--- src/rtl/tx_frame_scheduler.sv ---
// Round-robin two-source frame scheduler: emits fixed FRAME_LEN-byte frames (pad/truncate),
// marks sop/last and inserts a GAP_CYCLES gap. Define TX_IDLE_FILL_EN to emit idle-fill frames.
module tx_frame_scheduler #(
   parameter int unsigned FRAME_LEN  = 223,
   parameter int unsigned GAP_CYCLES = 8,
   parameter logic [7:0]  FILL_BYTE  = 8'h55,
   parameter int unsigned CNT_W      = 16
) (
   input  logic             clk,
   input  logic             rst,
   input  logic             s0_valid,
   output logic             s0_ready,
   input  logic [7:0]       s0_data,
   input  logic             s0_last,
   input  logic             s1_valid,
   output logic             s1_ready,
   input  logic [7:0]       s1_data,
   input  logic             s1_last,
   output logic             m_valid,
   input  logic             m_ready,
   output logic [7:0]       m_data,
   output logic             m_last,
   output logic             m_sop,
   output logic             busy,
   output logic [1:0]       grant_id,
   output logic [CNT_W-1:0] frame_cnt,
   output logic             trunc_err
);
   localparam int unsigned    BCW      = $clog2(FRAME_LEN);
   localparam logic [BCW-1:0] LAST_IDX = BCW'(FRAME_LEN - 1);
   localparam int unsigned    GCW      = (GAP_CYCLES > 1) ? $clog2(GAP_CYCLES) : 1;
   localparam logic [GCW-1:0] GAP_LAST = GCW'((GAP_CYCLES > 0) ? (GAP_CYCLES - 1) : 0);

   typedef enum logic [2:0] {
      S_IDLE   = 3'd0,
      S_STREAM = 3'd1,
      S_PAD    = 3'd2,
      S_DRAIN  = 3'd3,
      S_GAP    = 3'd4,
      S_FILL   = 3'd5
   } state_t;

   state_t           state_q, state_d;
   logic             grant_q, grant_d;
   logic             rr_q, rr_d;
   logic [BCW-1:0]   byte_cnt_q, byte_cnt_d;
   logic [GCW-1:0]   gap_cnt_q, gap_cnt_d;
   logic [CNT_W-1:0] frame_cnt_q, frame_cnt_d;
   logic             trunc_q, trunc_d;
`ifdef TX_IDLE_FILL_EN
   logic [3:0]       idle_cnt_q, idle_cnt_d;
`endif
   logic             src_valid;
   logic             src_last;
   logic [7:0]       src_data;
   logic             at_last;
   state_t           after_frame;

   assign src_valid   = grant_q ? s1_valid : s0_valid;
   assign src_last    = grant_q ? s1_last  : s0_last;
   assign src_data    = grant_q ? s1_data  : s0_data;
   assign at_last     = (byte_cnt_q == LAST_IDX);
   assign after_frame = (GAP_CYCLES == 0) ? S_IDLE : S_GAP;
   assign busy        = (state_q != S_IDLE);
   assign frame_cnt   = frame_cnt_q;
   assign trunc_err   = trunc_q;

   always_ff @(posedge clk) begin
      if (rst) begin
         state_q     <= S_IDLE;
         grant_q     <= 1'b0;
         rr_q        <= 1'b0;
         byte_cnt_q  <= {BCW{1'b0}};
         gap_cnt_q   <= {GCW{1'b0}};
         frame_cnt_q <= {CNT_W{1'b0}};
         trunc_q     <= 1'b0;
`ifdef TX_IDLE_FILL_EN
         idle_cnt_q  <= 4'd0;
`endif
      end else begin
         state_q     <= state_d;
         grant_q     <= grant_d;
         rr_q        <= rr_d;
         byte_cnt_q  <= byte_cnt_d;
         gap_cnt_q   <= gap_cnt_d;
         frame_cnt_q <= frame_cnt_d;
         trunc_q     <= trunc_d;
`ifdef TX_IDLE_FILL_EN
         idle_cnt_q  <= idle_cnt_d;
`endif
      end
   end

   always_comb begin
      state_d     = state_q;
      grant_d     = grant_q;
      rr_d        = rr_q;
      byte_cnt_d  = byte_cnt_q;
      gap_cnt_d   = {GCW{1'b0}};
      frame_cnt_d = frame_cnt_q;
      trunc_d     = 1'b0;
`ifdef TX_IDLE_FILL_EN
      idle_cnt_d  = 4'd0;
`endif
      m_valid     = 1'b0;
      m_data      = FILL_BYTE;
      m_sop       = 1'b0;
      m_last      = 1'b0;
      s0_ready    = 1'b0;
      s1_ready    = 1'b0;
      grant_id    = 2'd2;
      case (state_q)
         S_IDLE: begin
            // rr_q names the source that wins a tie
            if (s0_valid || s1_valid) begin
               state_d = S_STREAM;
               grant_d = (s0_valid && s1_valid) ? rr_q : s1_valid;
            end
`ifdef TX_IDLE_FILL_EN
            else if (idle_cnt_q == 4'd15) begin
               state_d = S_FILL;
            end else begin
               idle_cnt_d = idle_cnt_q + 4'd1;
            end
`else
            else begin
               state_d = S_IDLE;
            end
`endif
         end
         S_STREAM: begin
            grant_id = {1'b0, grant_q};
            m_valid  = src_valid;
            m_data   = src_data;
            m_sop    = (byte_cnt_q == {BCW{1'b0}});
            m_last   = at_last;
            s0_ready = m_ready & ~grant_q;
            s1_ready = m_ready & grant_q;
            if (src_valid && m_ready) begin
               if (at_last) begin
                  frame_cnt_d = frame_cnt_q + CNT_W'(1);
                  byte_cnt_d  = {BCW{1'b0}};
                  rr_d        = ~grant_q;
                  if (src_last) begin
                     state_d = after_frame;
                  end else begin
                     trunc_d = 1'b1;
                     state_d = S_DRAIN;
                  end
               end else begin
                  byte_cnt_d = byte_cnt_q + BCW'(1);
                  state_d    = src_last ? S_PAD : S_STREAM;
               end
            end else begin
               state_d = S_STREAM;
            end
         end
         S_PAD, S_FILL: begin
            grant_id = (state_q == S_FILL) ? 2'd3 : {1'b0, grant_q};
            m_valid  = 1'b1;
            m_sop    = (byte_cnt_q == {BCW{1'b0}});
            m_last   = at_last;
            if (m_ready) begin
               if (at_last) begin
                  frame_cnt_d = frame_cnt_q + CNT_W'(1);
                  byte_cnt_d  = {BCW{1'b0}};
                  rr_d        = (state_q == S_PAD) ? ~grant_q : rr_q;
                  state_d     = after_frame;
               end else begin
                  byte_cnt_d = byte_cnt_q + BCW'(1);
               end
            end else begin
               byte_cnt_d = byte_cnt_q;
            end
         end
         S_DRAIN: begin
            // frame already counted; swallow the rest of the source message
            grant_id = {1'b0, grant_q};
            s0_ready = ~grant_q;
            s1_ready = grant_q;
            if (src_valid && src_last) begin
               state_d = after_frame;
            end else begin
               state_d = S_DRAIN;
            end
         end
         S_GAP: begin
            if (gap_cnt_q == GAP_LAST) begin
               state_d = S_IDLE;
            end else begin
               gap_cnt_d = gap_cnt_q + GCW'(1);
            end
         end
         default: begin
            state_d = S_IDLE;
         end
      endcase
   end
endmodule
--- config.mk ---
export PLATFORM = sky130hd
export DESIGN_NAME = tx_frame_scheduler
export DESIGN_NICKNAME = d
export VERILOG_FILES = /design/src/rtl/tx_frame_scheduler.sv
export SDC_FILE = /design/constraint.sdc
export NUM_CORES = 1
export LEC_CHECK = 0
export ABC_AREA = 0
export BUFFER_PORTS_ARGS = -buffer_cell sky130_fd_sc_hd__buf_2
export CORE_MARGIN = 2
export CORE_UTILIZATION = 41
export DETAILED_ROUTE_END_ITERATION = 10
export GPL_TIMING_DRIVEN = 0
export PLACE_DENSITY = 0.71
export SYNTH_ARGS = -nofsm -noshare
export SYNTH_HDL_FRONTEND = slang
export SYNTH_SLANG_ARGS = --single-unit
--- constraint.sdc ---
create_clock -name clk -period 1.9 [get_ports clk]
set_input_delay 0.095 -clock clk [delete_from_list [all_inputs] [get_ports clk]]
set_output_delay 0.095 -clock clk [all_outputs]
set_load 0.1 [all_outputs]
Word-level counts from Yosys, hierarchy flattened
Cells that the tools add are included.
Storage, ports and cells
  word-level logic and storage cells: 84
  flip-flop bits (word level): 33
  output and inout bits: 33
  bits of input ports: 23
Operators by class
  eq/ne operators: 13
  reduce and logical (&&, ||, !) cells: 17
  multiplexer cells: 37
  add/sub/neg operators: 3
  bitwise logic cells: 7
Operator list (number)
  $mux W16: 3
  $mux W8: 5
  $pmux W16 S2: 1
  $mux W3: 7
  $add A16 B1 Y16 const B: 1
  $pmux W8 S2: 1
  $pmux W3 S5: 1
  $mux W1: 12
  $ne A2 B2 Y1 const B: 6
  $eq A3 B3 Y1 const B: 3
  $add A8 B1 Y8 const B: 1
  $eq A8 B8 Y1 const B: 1
  $logic_not A8 Y1: 1
  $pmux W1 S2: 4
  $eq A3 B2 Y1 const B: 2
  $reduce_and A3 Y1: 2
  $reduce_and A6 Y1: 1
  $reduce_or A3 Y1: 2
  $not A1 Y1: 5
  $mux W2: 2
  $pmux W2 S2: 1
  $reduce_or A2 Y1: 2
  $reduce_or A4 Y1: 1
  $add A3 B1 Y3 const B: 1
  other kinds (8): 11

Longest topological paths before layout
  depth in word-level cells: 5
  depth in mapped cells: 7
  depth with buffers taken out: 7

Worst setup path before layout
OpenSTA, ideal clock, no wires.
  path kind: register -> output
  start point: reg grant_q
  end point: out grant_id[0]
  stages on the path, launching flop included: 5
  buffers on the path: 2
  setup slack: -1357 ps
  data arrival time: 3162 ps
  cells stage by stage: dfxtp_1 > buf_2 > buf_1 > nor2_1 > a211oi_1
Between the ends
  cells in the longest elaborated chain, start to end: 2
Ends and longest elaborated chain
  start, declared: line 44  | logic grant_q, grant_d;
  start signal, assigned: line 82  | grant_q <= grant_d;
  $mux W2: line 159  | grant_id = (state_q == S_FILL) ? 2'd3 : {1'b0, grant_q};
  $pmux W2 S2 *: line 112  | case (state_q)
  end, declared: line 25  | output logic [1:0] grant_id,
Every way passes the cells marked *; elsewhere a longest branch is shown, timed or not.

Worst setup path after layout
  start point: reg grant_q
  end point: out m_valid
Between the ends
  cells in the longest elaborated chain, start to end: 2
Ends and longest elaborated chain
  $mux W1: line 59  | assign src_valid = grant_q ? s1_valid : s0_valid;
  $pmux W1 S2: line 112
  end, declared: line 19  | output logic m_valid,
No other way between the ends.

==> impl_metrics.ini <==
[detailed_routing]
routed_wl_mm = 4.66
drtAntennaViolNets = 0
drc_errors = 0
vias_per_cell = 5.33
first_iter_violations = 67
vias = 1909
firstDrtPassIters = 4
wl_per_cell_um = 13.0

[sta]
worst_pin_slew_ns = 0.494
finalWorstSetupSlack_ns = 0.0592
rsz0062_at_grt = yes
setup_violations = 0
fmax_mhz = 543
finalClockSkew_ns = 0.00525
hold_viol = 0
final.period_utilization_pct = 96.9
slew_headroom_pct = 67.3
drv_slew = 0
period_needed_ns = 1.84
hold_slack_ns = 0.105

[worst_setup_path]
crit_fanout = 7
worstPathRequired_ns = 1.80
rr_worst_depth = 7
r2r_start = byte_cnt_q[0]$_SDFFE_PP0P_
worst_setup_path_end_kind = primary output
reg2reg_to = frame_cnt[9]$_SDFFE_PP0P_
setup.worst_path.class = reg2out
worst_ep_arrival_time_ns = 1.75
r2r_slack_ns = 0.10
start_kind = flip-flop

[logic_synthesis]
synth_cells = 235
synth_seq_cells = 33
async_flop_share_pct = 0
ys.flop_type = dfxtp_1
syn_area_per_cell_sq_um = 8.27
synth_nets = 264
syn_area_sq_mm = 0.00194
ys_seq_area_share_pct = 34.0
synthTopCellsByCount = nor2_1, dfxtp_1, nand2_1
synth_area_leader_cell = dfxtp_1
synthDominantCellAreaShare_pct = 34.0
yosysMostFrequentCell = nor2_1
synth_area_leaders = dfxtp_1, nor2_1, xnor2_1, mux2i_1, ha_1
synth_edf_count = 0
synth.distinct_cells = 49
synth_warnings = 0

[floorplanning]
fp.dieArea_sq_mm = 0.00531
row_count = 25
die_y_um = 72.8
coreArea_sq_mm = 0.00466
fp.dieW_um = 72.8
pin_count = 56
initial_utilization_pct = 41.7

[cts]
cts_tree = yes
clockBufferDepth = 2
htreeDepth = 2
hold_buffers = 0
path_clk_slew_ns = 0.07
clock-sinks = 33
clock_latency_ns = 0.29
cts_inserted_buffers = 5
ctsRootBufferMaster = clkbuf_8

[grt]
use_met1_pct = 21.3
grt_util_met3_pct = 3.73
grtUsageMet2_pct = 28.1
antenna_found_initial = 0
grt_use_total_pct = 17.3
grt-ovfl-total = 0
grt_pass1_wl_mm = 7.17
grt_pass1_vias = 1614
busiest_layer = met2
grt_max_degree = 11

[worst_hold_path]
hold_start = s1_valid
hold_depth = 3
hold_end = grant_q$_SDFFE_PP0P_
hold_path_class = in2reg

[job]
maxCapViolations = 0

[placed_design]
io_buffers = 54
dp_slack_ns = -0.0686
place_area_sq_mm = 0.00233
place_hpwl_mm = 3.30
dp.cells = 343
gp_congestion = 0.893

[final_layout]
area_growth_pct = 36.4
fin_area_sq_mm = 0.00265
drive_above_1_share_pct = 39.5
final_cells = 358
diodes = 0
num-nets-final = 332

[power_and_ir_drop]
powerDensity_mw_per_mm2 = 736
ir_drop_mv = 0.440
p_leak_nw = 1.11

[status]
outcome = finished, final reports clean
[state kept, by name, summed over array words and instances (netlist names)]
| signal | flops |
|---|---|
| frame_cnt | 16 |
| byte_cnt_q | 8 |
| gap_cnt_q | 3 |
| state_q | 3 |
| grant_q | 1 |
| rr_q | 1 |
| trunc_err | 1 |
[how the worst max path moves through the flow]
stage	startpoint	to	slack, ns
floorplan	state_q[0]$_SDFFE_PP0P_	s0_ready	-0.40
global placement	grant_q$_SDFFE_PP0P_	frame_cnt[13]$_SDFFE_PP0P_	-0.06
finish	grant_q$_SDFFE_PP0P_	m_valid	0.06
global route	byte_cnt_q[0]$_SDFFE_PP0P_	frame_cnt[3]$_SDFFE_PP0P_	-0.01
detailed placement	byte_cnt_q[1]$_SDFFE_PP0P_	frame_cnt[12]$_SDFFE_PP0P_	-0.07
CTS	byte_cnt_q[1]$_SDFFE_PP0P_	frame_cnt[12]$_SDFFE_PP0P_	-0.01
[timing repair]
action,in CTS,in global routing
pin swaps,1,1
endpoints found under the setup margin,19,28
gates resized for setup,13,27
buffers inserted,1,6
[layer usage]
metal | part of all wire [%] | vias up
met5 | 0 | -
met4 | 2.2 | 0
met3 | 3.8 | 9
met2 | 49 | 48
met1 | 45 | 890
li1 | - | 962
[where the power goes]
group          leakage, nW  internal, mW  switching [mW]
Combinational        0.778         0.150           0.393
Clock               0.0585         0.428           0.271
Sequential           0.274         0.697          0.0112
Total                 1.11          1.27           0.676
[kinds of logic after synthesis]
logic type	Yosys count	synth area share [%]
AND/OR/NAND/NOR	116	31.7
flip-flops	33	34.0
AO/OA/AOI/OAI	25	9.47
buffers and inverters	22	4.96
XOR/XNOR	21	9.47
multiplexers	12	6.57
adder cells (fa/ha/maj)	6	3.86
[through the flow]
step                power (mW)  TNS (ns)  util (%)
detailed placement        1.21    -0.284      49.9
global placement          1.21    -0.201      49.9
finish                    1.95         0      56.9
global route              2.03   -0.0227      56.9
CTS                       1.93   -0.0226      53.5
floorplan                 1.12     -1.20         -
[layout make-up]
class	count	area (sq um)
Inverter	10	37.5
Fill cell	422	2010
Tap cell	54	67.6
Sequential cell	33	684
Clock inverter	1	30.0
Buffer	12	71.3
Timing Repair Buffer	61	374
Multi-Input combinational cell	180	1300
Clock buffer	7	86.3
[layout by cell type, fill, tap and decap left out, types with 3 or more instances in the layout]
cell and n:
nor4_2 3, inv_1 10, and3_1 3, nor2_2 6, clkbuf_8 6, nor3_1 6
mux2i_1 9, buf_2 49, a21oi_1 4, clkbuf_4 4, ha_1 6, clkbuf_2 3
buf_4 6, nor2_1 36, dfxtp_2 13, buf_6 7, xnor2_1 14, and4_1 4
clkbuf_1 4, o21ai_0 3, nand2_1 19, dfxtp_1 18, nand3_1 3, nor4b_2 3
xor2_1 7, nor4_1 3, nand4_1 10
[worst max-delay path, stage by stage, from the launching register on]
cell      delay (ns)
dfxtp_1         0.33
buf_6           0.13
mux2_4          0.34
a211oi_4        0.29
buf_6           0.15
inv_1           0.04
buf_6           0.17
Power figures use the tool's default switching activity.
